### src/rtl/io_mem_pkg.sv
// Shared definitions for the IO memory responder: register map, STATUS
// bit positions, default TX FIFO depth and a small saturation helper.
package io_mem_pkg;

    // Default number of entries in the outbound TX FIFO (power of two).
    localparam int TX_DEPTH_DEFAULT = 8;

    // Word offsets, i.e. io_addr[7:2].
    localparam logic [5:0] OFF_STATUS  = 6'h00;
    localparam logic [5:0] OFF_RX_DATA = 6'h01;
    localparam logic [5:0] OFF_TX_DATA = 6'h02;
    localparam logic [5:0] OFF_CYCLE   = 6'h03;

    // STATUS register layout.
    localparam int STAT_TX_NOT_FULL = 0;
    localparam int STAT_RX_FULL     = 1;
    localparam int STAT_TX_OVERFLOW = 2;
    localparam int STAT_COUNT_LSB   = 4;

    // Clamp an occupancy value into the 4-bit STATUS count field.
    function automatic logic [3:0] satNibble(input logic [31:0] value);
        return (value > 32'd15) ? 4'd15 : value[3:0];
    endfunction

endpackage

### src/rtl/io_tx_fifo.sv
// Outbound byte FIFO. A push is accepted only when the FIFO is not full
// before the edge, so a pop in the same cycle never makes room for it.
module io_tx_fifo
    import io_mem_pkg::*;
#(
    parameter int DEPTH = TX_DEPTH_DEFAULT,
    parameter int WIDTH = 8,
    parameter int CW    = $clog2(DEPTH) + 1
) (
    input  logic             clk,
    input  logic             rst,
    input  logic             push,
    input  logic [WIDTH-1:0] pushData,
    input  logic             pop,
    output logic             full,
    output logic [CW-1:0]    count,
    output logic [WIDTH-1:0] headData
);

    localparam int AW = $clog2(DEPTH);

    logic [WIDTH-1:0] mem [DEPTH];
    logic [AW-1:0]    wrPtr;
    logic [AW-1:0]    rdPtr;
    logic             doPush;
    logic             doPop;

    assign full     = (count == CW'(DEPTH));
    assign doPush   = push && !full;
    assign doPop    = pop && (count != '0);
    assign headData = mem[rdPtr];

    // Pointer and occupancy bookkeeping; pointers wrap naturally at DEPTH.
    // NOTE: state is updated with non-blocking assignments so every register samples pre-edge values.
    always_ff @(posedge clk or negedge rst) begin
        if (!rst) begin
            wrPtr <= '0;
            rdPtr <= '0;
            count <= '0;
        end else begin
            if (doPush) wrPtr <= wrPtr + 1'b1;
            if (doPop)  rdPtr <= rdPtr + 1'b1;
            case ({doPush, doPop})
                2'b10:   count <= count + 1'b1;
                2'b01:   count <= count - 1'b1;
                default: count <= count;
            endcase
        end
    end

    // Entry storage write port.
    // NOTE: storage has no reset; cleared pointers and count make stale entries unreachable.
    always_ff @(posedge clk) begin
        if (doPush) mem[wrPtr] <= pushData;
    end

endmodule

### src/rtl/io_mem_responder.sv
// CPU-facing IO register block: STATUS, RX_DATA, TX_DATA and CYCLE word
// registers bridging memory-mapped loads/stores to byte streams.
module io_mem_responder
    import io_mem_pkg::*;
#(
    parameter int TX_DEPTH = TX_DEPTH_DEFAULT
) (
    input  logic        clk,
    input  logic        rst,
    input  logic [31:0] io_addr,
    input  logic [3:0]  io_we,
    input  logic [31:0] io_wdata,
    input  logic        io_re,
    output logic [31:0] io_rdata,
    output logic [7:0]  tx_data,
    output logic        tx_valid,
    input  logic        tx_ready,
    input  logic [7:0]  rx_data,
    input  logic        rx_valid,
    output logic        rx_ready
);

    localparam int CW = $clog2(TX_DEPTH) + 1;

    logic [5:0]    wordOff;
    logic          anyWe;
    logic          selStatus;
    logic          selRx;
    logic          selTx;
    logic          selCycle;
    logic          pushReq;
    logic          txFull;
    logic [CW-1:0] txCount;
    logic          txOverflow;
    logic          rxFull;
    logic [7:0]    rxByte;
    logic [31:0]   cycleCount;
    logic [31:0]   statusWord;
    logic [31:0]   readData;

    assign wordOff   = io_addr[7:2];
    assign anyWe     = |io_we;
    assign selStatus = (wordOff == OFF_STATUS);
    assign selRx     = (wordOff == OFF_RX_DATA);
    assign selTx     = (wordOff == OFF_TX_DATA);
    assign selCycle  = (wordOff == OFF_CYCLE);
    assign pushReq   = selTx && io_we[0];

    assign tx_valid  = (txCount != '0);
    assign rx_ready  = !rxFull;

    io_tx_fifo #(
        .DEPTH (TX_DEPTH),
        .WIDTH (8),
        .CW    (CW)
    ) txFifo (
        .clk      (clk),
        .rst      (rst),
        .push     (pushReq),
        .pushData (io_wdata[7:0]),
        .pop      (tx_valid && tx_ready),
        .full     (txFull),
        .count    (txCount),
        .headData (tx_data)
    );

    // Sticky overflow flag: set by a dropped push, cleared by any STATUS write.
    always_ff @(posedge clk or negedge rst) begin
        if (!rst) begin
            txOverflow <= 1'b0;
        end else if (selStatus && anyWe) begin
            txOverflow <= 1'b0;
        end else if (pushReq && txFull) begin
            txOverflow <= 1'b1;
        end
    end

    // One-entry RX holding register; a load of RX_DATA frees it.
    always_ff @(posedge clk or negedge rst) begin
        if (!rst) begin
            rxFull <= 1'b0;
            rxByte <= '0;
        end else if (io_re && selRx && rxFull) begin
            rxFull <= 1'b0;
        end else if (rx_valid && !rxFull) begin
            rxFull <= 1'b1;
            rxByte <= rx_data;
        end
    end

    // Free-running cycle counter; a CYCLE write restarts it at zero.
    always_ff @(posedge clk or negedge rst) begin
        if (!rst) begin
            cycleCount <= '0;
        end else if (selCycle && anyWe) begin
            cycleCount <= '0;
        end else begin
            cycleCount <= cycleCount + 32'd1;
        end
    end

    // Load data mux over pre-edge state.
    // NOTE: every output gets a default first so no path leaves it unassigned and infers a latch.
    always_comb begin
        statusWord = '0;
        readData   = '0;
        statusWord[STAT_TX_NOT_FULL]                = !txFull;
        statusWord[STAT_RX_FULL]                    = rxFull;
        statusWord[STAT_TX_OVERFLOW]                = txOverflow;
        statusWord[STAT_COUNT_LSB +: 4]             = satNibble(32'(txCount));
        case (wordOff)
            OFF_STATUS:  readData = statusWord;
            OFF_RX_DATA: readData = rxFull ? {24'b0, rxByte} : 32'b0;
            OFF_CYCLE:   readData = cycleCount;
            default:     readData = '0;
        endcase
    end

    // Registered load return; holds its value when no load is issued.
    always_ff @(posedge clk or negedge rst) begin
        if (!rst) begin
            io_rdata <= '0;
        end else if (io_re) begin
            io_rdata <= readData;
        end
    end

endmodule

### config.mk
export PLATFORM = sky130hd
export DESIGN_NAME = io_mem_responder
export DESIGN_NICKNAME = d
export VERILOG_FILES = /design/src/rtl/io_mem_pkg.sv /design/src/rtl/io_tx_fifo.sv /design/src/rtl/io_mem_responder.sv
export SDC_FILE = /design/constraint.sdc
export NUM_CORES = 1
export LEC_CHECK = 0
export ABC_AREA = 1
export ABC_CLOCK_PERIOD_IN_PS = 2320
export CORE_UTILIZATION = 41
export DETAILED_ROUTE_END_ITERATION = 8
export SLEW_MARGIN = 15
export SYNTH_ARGS = -nofsm -noshare
export SYNTH_HDL_FRONTEND = slang
export SYNTH_SLANG_ARGS = --single-unit
### constraint.sdc
create_clock -name clk -period 2.32 [get_ports clk]
set_input_delay 0.464 -clock clk [delete_from_list [all_inputs] [get_ports clk]]
set_output_delay 0.464 -clock clk [all_outputs]
set_load 0.02 [all_outputs]
## After elaboration in Yosys (flattened, before gate mapping)

Memory sizes are Yosys's and may differ from the RTL's.
Cells that the tools add are included.
Widths: inputs -> output; s select.

| storage, ports and cells | value |
|---|---|
| flip-flop bits (word level) | 84 |
| latch bits | 0 |
| memory bits (writable) | 64 |
| ROM bits | 0 |
| bits of input ports | 81 |
| output and inout port bits | 42 |
| word-level logic and storage cells | 50 |
| memories kept | 1 |

| operators by class | value |
|---|---|
| $add $sub $neg | 5 |
| multiply operators | 0 |
| divide/modulo/power cells | 0 |
| order comparisons | 0 |
| equal/unequal tests | 6 |
| shifts and indexed selects | 0 |
| multiplexer cells | 10 |
| bitwise operators | 1 |
| reduce and logical (&&, ||, !) cells | 19 |

Memory list:

| memory | depth | bits a word | read ports | clocked after Yosys merged registers in | write ports | line | text |
|---|---|---|---|---|---|---|---|
| txFifo.mem | 8 | 8 | 1 | 0 | 1 | io_tx_fifo.sv:22 | `logic [WIDTH-1:0] mem [DEPTH];` |

Operators with widths:

| cell | number |
|---|---|
| $pmux 32 s3 | 1 |
| $add 32x1->32 const B | 1 |
| $mux 32 | 1 |
| $eq 6x2->1 const B | 2 |
| $logic_and 1x1->1 | 10 |
| $mux 8 | 1 |
| $pmux 4 s2 | 1 |
| $add 3x1->3 const B | 2 |
| $eq 6x1->1 const B | 1 |
| $logic_not 6->1 | 1 |
| $mux 1 | 6 |
| $reduce_bool 2->1 | 3 |
| $add 4x1->4 const B | 1 |
| $eq 4x4->1 const B | 1 |
| $reduce_bool 4->1 | 1 |
| $reduce_or 4->1 | 1 |
| $sub 4x1->4 const B | 1 |
| $eq 2x1->1 const B | 1 |
| $eq 2x2->1 const B | 1 |
| $logic_not 1->1 | 2 |
| $reduce_and 2->1 | 1 |
| $not 1->1 | 1 |

## Logic depth before layout (Yosys ltp)

Gate-level depths: netlist of the first run.

| depth | value |
|---|---|
| depth after elaboration | 5 |
| depth in mapped cells | 13 |

## Hierarchy

A second synthesis of the first run with hierarchy kept.

| second synthesis, totals | value |
|---|---|
| cells, all modules | 836 |
| area total of the unflattened synthesis | 7,153.1 um2 |

By module, submodules not included:

| module | times used | cells each | area an instance (um2) | seq. area each (um2) |
|---|---|---|---|---|
| io_mem_responder | 1 | 480 | 3,761.1 | 1,851.8 |
| io_tx_fifo | 1 | 356 | 3,392.0 | 2,172.1 |

## Least setup slack after synthesis of the first run

No wires, ideal clock.

| timing path | value |
|---|---|
| kind | reg-to-reg |
| start | register txFifo.count[1] |
| end | register txFifo.count[2] |
| arrival time | 1,962 ps |
| required time | 2,191 ps |
| setup slack | 228 ps |
| stages on the path, launching flop included | 12 |
| path buffers | 0 |
| period minus slack after synthesis | 2,092 ps |
| cell sequence | dfrtp_1 > nor2_1 > nand3_1 > nand2_1 > inv_1 > ha_1 > nor2_1 > nor2_1 > ha_1 > a21oi_1 > xor2_1 > o21ai_0 |

| between the ends | value |
|---|---|
| longest elaborated chain between the ends | 5 |
| elaborated cells on any way between the ends | 12 |
| classes of those cells | 2 x add/sub; 3 x eq/ne; 1 x mux; 6 x reduce/logical |

Ends and longest elaborated chain:

| what | line | text |
|---|---|---|
| start: declaration | io_tx_fifo.sv:16 | `output logic [CW-1:0] count,` |
| start signal: assignment | io_tx_fifo.sv:44 | `2'b10: count <= count + 1'b1;` |
| start signal: assignment | io_tx_fifo.sv:45 | `2'b01: count <= count - 1'b1;` |
| start signal: assignment | io_tx_fifo.sv:46 | `default: count <= count;` |
| $reduce_bool 4->1 * | io_mem_responder.sv:49 | `assign tx_valid = (txCount != '0);` |
| named net tx_valid | io_mem_responder.sv:16 | `output logic tx_valid,` |
| $logic_and 1x1->1 | io_mem_responder.sv:61 | `.pop (tx_valid && tx_ready),` |
| $logic_and 1x1->1 * | io_tx_fifo.sv:30 | `assign doPop = pop && (count != '0);` |
| named net txFifo.doPop | io_tx_fifo.sv:26 | `logic doPop;` |
| $eq 2x1->1 or $eq 2x2->1 (tied branches) | io_tx_fifo.sv:43 | `case ({doPush, doPop})` |
| $pmux 4 s2 or $reduce_bool 2->1 (tied branches) | - |  |

Mark *: on every way through the listed nets, which the timed path passes. The rest lies on a longest branch.
A chain may end at the register's enable or synchronous reset.

## Final worst setup path of the first run

| timing path | value |
|---|---|
| start | register txFifo.rdPtr[0] |
| end | output port tx_data[6] |

| between the ends | value |
|---|---|
| longest elaborated chain between the ends | 1 |

Ends and longest elaborated chain:

| what | line | text |
|---|---|---|
| start: declaration | io_tx_fifo.sv:24 | `logic [AW-1:0] rdPtr;` |
| start signal: assignment | io_tx_fifo.sv:42 | `if (doPop) rdPtr <= rdPtr + 1'b1;` |
| $mem_v2 8x8 | - |  |
| end: declaration | io_mem_responder.sv:15 | `output logic [7:0] tx_data,` |

No other way between the ends.

==> flow_summary.json, run 1 <==
{
  "drive_gt1_share_pct": 12.8,
  "syn_avg_cell_area_um2": 9.04,
  "cts_tree": "yes",
  "clk_pin_slew_ps": 60,
  "nNetsFinal": 948,
  "setup_violations": 0,
  "power_w": 0.00803,
  "cts-buffers-inserted": 17,
  "hold_violations": 0,
  "cts_max_path_buffers": 2,
  "reg2reg_slack_ps": 180,
  "worst-endpoint-arrival_ps": 1680,
  "maxCapViolations": 0,
  "fillers": 1451,
  "grt_pass1_vias": 5434,
  "overflow": 0,
  "relSlewSlack_pct": 42.0,
  "rows": 46,
  "max_clock_freq_mhz": 466,
  "yosysMostFrequentCell": "nand2_1",
  "grt_max_degree": 51,
  "synth_area_leaders": "dfrtp_1 31%, edfxtp_1 28%, nand2_1 12%",
  "syn_inst": 757,
  "ys.flop_type": "dfrtp_1",
  "place_hpwl_um": 11500,
  "cp-end-kind": "primary output",
  "port_buffers": 72,
  "status": "complete, no violations",
  "place.gp.congestion": 0.848,
  "grt_pass1_wl_um": 27400,
  "cts.sinks": 148,
  "setup_tns_ps": 0,
  "antenna_found_initial": 0,
  "worst_slew_pin_slew_ps": 870,
  "p_per_area_nw_per_um2": 936,
  "synth-edff-count": 64,
  "htree_levels": 4,
  "dieHeight_um": 131,
  "placed_area_um2": 8020,
  "cts_setup_buffers": 0,
  "fp.dieW_um": 131,
  "routedWlPerCell_um": 14.9,
  "postRouteAntennaNets": 0,
  "antenna_cells": 0,
  "hold_slack_ps": 483,
  "num_vias": 5345,
  "firstDrtPassIters": 4,
  "start_util_pct": 42.6,
  "yosysSeqAreaShare_pct": 58.8,
  "grt_util_all_layers_pct": 20.3,
  "syn_area_um2": 6840,
  "ioPinCount": 123,
  "worstSetupPathType": "flip-flop to primary output",
  "final.setup_skew_ps": 16.8,
  "ir_drop_v": 0.000479,
  "ys_types": 31,
  "via_per_inst": 4.90,
  "drtIter0Drc": 387,
  "synth_top_area_cell": "dfrtp_1",
  "worst-path-max-fanout": 24,
  "finalInstanceArea_um2": 8580,
  "fin_crit_ps": 2150,
  "post-route-period-util_pct": 92.5,
  "hp-class": "flip-flop to flip-flop",
  "drv_slew": 0,
  "routed_wl_um": 16200,
  "clock_latency_ps": 430,
  "synth_top_area_share_pct": 30.7,
  "rsz0062_at_grt": "no",
  "post-route-drc-count": 0,
  "core-area_um2": 16100,
  "ys_warn_count": 0,
  "cp.required_ps": 1860,
  "synth_seq_cells": 148,
  "synth-async-reset-ratio_pct": 56.8,
  "die_area_um2": 17200,
  "syn2layout_area_growth_pct": 25.4,
  "synth_fp_nets": 844,
  "cts_root_buffer": "clkbuf_16",
  "critPathLaunchType": "flip-flop",
  "leakage_nw": 3.64,
  "synthTopCellsByCount": "217 x nand2_1, 128 x nor2_1, 84 x dfrtp_1"
}
==> repair_timing <==
action / CTS / global route
gates resized for setup: 15 / 19
hold endpoints to repair: 31 / 0
endpoints found under the setup margin: 8 / 10
hold buffers: 1 / 0
==> cell families (layout without fill, tap and decap cells) <==
logic type | Yosys count | after routing | synth area share [%]
adder cells (fa/ha/maj) | 6 | 6 | 1.10
AO/OA/AOI/OAI | 102 | 102 | 8.19
AND/OR/NAND/NOR | 408 | 408 | 25.1
XOR/XNOR | 9 | 9 | 1.15
buffers and inverters | 76 | 193 | 4.32
flip-flops | 148 | 148 | 58.8
multiplexers | 8 | 8 | 1.32
==> layout make-up <==
| cell class | instances | area [um2] | share of cell area, % |
|---|---|---|---|
| sequential | 148 | 4020 | 46.9 |
| multi-input combinational | 533 | 2520 | 29.4 |
| timing repair buffer | 107 | 991 | 11.6 |
| clock buffer | 17 | 425 | 4.96 |
| tap | 216 | 270 | 3.15 |
| inverter | 54 | 203 | 2.36 |
| clock inverter | 15 | 144 | 1.68 |
==> worst max-delay path: stages, from the launching register on <==
cell	delay [ps]
dfrtp_1	430
buf_12	180
nor2_1	110
nor2_1	40
o21ai_0	70
o21ai_0	100
nand2_1	90
nand2_1	70
clkbuf_2	160
==> metal layers <==
layer,vias up,GRT usage (%),share of wire [%]
met2,86,33.7,49
li1,2689,-,-
met3,22,3.74,3.8
met5,-,0,0
met1,2548,26.2,45
met4,0,7.78,1.6
==> sequential cells by signal, summed over array words and instances (netlist names) <==
register,count
cycleCount,32
io_rdata,32
rxByte,8
rxFull,1
txFifo.count,4
txFifo.mem,64
txFifo.rdPtr,3
txFifo.wrPtr,3
txOverflow,1
==> path summary, 6_finish.rpt <==
| check | startpoint | cells after the start | endpoint |
|---|---|---|---|
| min reg2reg | io_rdata[16] | 2 | io_rdata[16] |
| max | txFifo.rdPtr[0] | 8 | tx_data[6] |
| max in group asynchronous | rst | 3 | rxByte[2] |
| min in group asynchronous | rst | 2 | io_rdata[11] |
| max reg2reg | txFifo.count[1] | 12 | txFifo.count[2] |
| min | io_rdata[16] | 2 | io_rdata[16] |
==> cell usage in the layout (no fill, tap or decap), types with 9 or more instances in the layout <==
| cell | n |
|---|---|
| o21ai_0 | 59 |
| clkbuf_16 | 17 |
| nor2_1 | 128 |
| o21ai_1 | 9 |
| nor2_2 | 9 |
| a21oi_1 | 13 |
| o31ai_1 | 18 |
| dfrtp_1 | 84 |
| nand3_1 | 33 |
| edfxtp_1 | 64 |
| buf_4 | 30 |
| clkdlybuf4s50_1 | 62 |
| nand2_1 | 217 |
| inv_1 | 48 |
==> report_power, final <==
group	switching (W)	internal (W)	leakage [nW]	total, W
logic	0.00131	0.000805	1.70	0.00212
clock network	0.00116	0.00150	0.271	0.00266
registers	0.000271	0.00298	1.67	0.00325
total	0.00274	0.00529	3.64	0.00803
==> through the flow <==
stage	instances	setup slack [ps]	util (%)
3_5_place_dp	1057	-118	49.9
6_report	1090	174	53.4
3_3_place_gp	1057	-86.0	49.9
5_1_grt	1090	1.52	53.4
2_1_floorplan	757	228	-
4_1_cts	1090	16.8	53.6
No activity file was read; power rests on OpenSTA's default activity.
==> run 2, diff against run 1 <==
CORE_UTILIZATION = 45   (was 41)
PLACE_DENSITY = 0.7   (was default)
==> flow_summary.json, run 2 (synthesized netlist as in run 1, its figures left out) <==
{
  "place.gp.congestion": 0.875,
  "cp.required_ps": 1860,
  "worst_slew_pin_slew_ps": 803,
  "critPathLaunchType": "flip-flop",
  "drv_slew": 0,
  "post-route-drc-count": 1,
  "fillers": 1261,
  "nNetsFinal": 945,
  "clk_pin_slew_ps": 60,
  "hold_slack_ps": 426,
  "port_buffers": 72,
  "cts_tree": "yes",
  "fin_crit_ps": 2160,
  "reg2reg_slack_ps": 350,
  "clock_latency_ps": 420,
  "place_hpwl_um": 10600,
  "hold_violations": 0,
  "ir_drop_v": 0.000556,
  "grt_util_all_layers_pct": 21.6,
  "layout_commonest_cell": "nand2_1",
  "max_clock_freq_mhz": 464,
  "antenna_found_initial": 0,
  "routedWlPerCell_um": 14.7,
  "grt_pass1_vias": 5373,
  "fp.dieW_um": 125,
  "drive_gt1_share_pct": 12.5,
  "firstDrtPassIters": 8,
  "core-area_um2": 14700,
  "postRouteAntennaNets": 0,
  "num_vias": 5313,
  "via_per_inst": 5.04,
  "worstPathCellList": "inv_1, nand3_1, clkdlybuf4s50_1",
  "start_util_pct": 46.5,
  "hp-class": "primary input to async pin",
  "htree_levels": 4,
  "relSlewSlack_pct": 46.4,
  "largest_register": "txFifo.mem",
  "cts.sinks": 148,
  "post-route-period-util_pct": 92.9,
  "cts_max_path_buffers": 2,
  "final_cell_mix": "217 x nand2_1, 128 x nor2_1, 84 x dfrtp_1",
  "slowest_stage": "clkdlybuf4s50_1",
  "ioPinCount": 123,
  "cts_setup_buffers": 0,
  "die_area_um2": 15700,
  "maxCapViolations": 0,
  "top_regs": "txFifo.mem: 64 flops, cycleCount: 32 flops, io_rdata: 32 flops",
  "leakage_nw": 3.61,
  "setup_violations": 0,
  "rsz0062_at_grt": "no",
  "cp-end-kind": "primary output",
  "violations": "DRC",
  "p_per_area_nw_per_um2": 928,
  "worst-path-max-fanout": 7,
  "grt_max_degree": 74,
  "cts_root_buffer": "clkbuf_16",
  "overflow": 0,
  "final.setup_skew_ps": 7.55,
  "drtIter0Drc": 335,
  "final_util_pct": 57.8,
  "largest_register_ffs": 64,
  "worstSetupPathType": "flip-flop to primary output",
  "routed_wl_um": 15500,
  "worst-endpoint-arrival_ps": 1690,
  "crit_path_max_incr_delay_ps": 620,
  "dieHeight_um": 125,
  "rows": 44,
  "syn2layout_area_growth_pct": 24.2,
  "status": "finished with violations",
  "grt_pass1_wl_um": 26400,
  "cts-buffers-inserted": 17,
  "antenna_cells": 0
}
-- run 2: cell count changes in the layout (fill, tap and decap cells not counted), sizes merged --
cell           before  now
buf                36   32
clkbuf             24   26
clkinvlp            3    5
inv                61   59
bufinv              1    0
clkdlybuf4s50      62   63
dlymetal6s2s        1    0
-- run 2: layout make-up --
type                       count  area (um2)  share of cell area [%]
tap                          184         230                    2.71
timing repair buffer         104         962                    11.3
clock buffer                  18         429                    5.05
sequential                   148        4020                    47.4
multi-input combinational    533        2520                    29.7
clock inverter                14         124                    1.46
inverter                      54         203                    2.39
-- run 2: path summary, 6_finish.rpt --
kind | end | start | cells past startpoint
max in group asynchronous | cycleCount[26] | rst | 3
hold / removal | io_rdata[20] | rst | 2
setup reg to reg | txFifo.count[2] | txFifo.count[1] | 11
hold reg to reg | io_rdata[4] | io_rdata[4] | 2
min in group clk | io_rdata[4] | io_rdata[4] | 2
setup / recovery | tx_valid | txFifo.count[2] | 3
-- run 2: stage by stage --
stage | total power [W] | setup TNS (ps) | instance area (um2) | setup slack (ps) | cells
3_3_place_gp | 0.00545 | -1020 | 7970 | -63.5 | 1022
3_5_place_dp | 0.00551 | -1750 | 7970 | -89.6 | 1022
4_1_cts | 0.00798 | 0 | 8520 | 0.606 | 1055
2_1_floorplan | 0.00464 | 0 | 6840 | 228 | 757
5_1_grt | 0.00839 | 0 | 8490 | 32.2 | 1055
6_report | 0.00788 | 0 | 8490 | 164 | 1055
-- run 2: per-layer routing --
layer / global-route usage, % / wire length (um) / vias to the layer above
li1: - / - / 2679
met1: 26.2 / 6680 / 2514
met2: 38.3 / 8090 / 102
met3: 4.41 / 538 / 18
met4: 7.39 / 196 / 0
met5: 0 / 0 / -
-- run 2: timing repair --
item | in CTS | in global routing
hold buffers | 1 | 0
setup endpoints to repair | 8 | 8
hold endpoints to repair | 11 | 0
gates resized for setup | 9 | 18
-- run 2: critical path, delay by kind of cell, from the launching register on --
family | cells | cell delay [ps]
buf+inv | 2 | 690
flops | 1 | 470
simple gates | 1 | 110
-- run 2: where the power goes --
part / internal (W) / leakage (nW) / switching [W]
Combinational: 0.000801 / 1.69 / 0.00133
Sequential: 0.00298 / 1.67 / 0.000243
Clock: 0.00140 / 0.256 / 0.00113
Total: 0.00518 / 3.61 / 0.00270
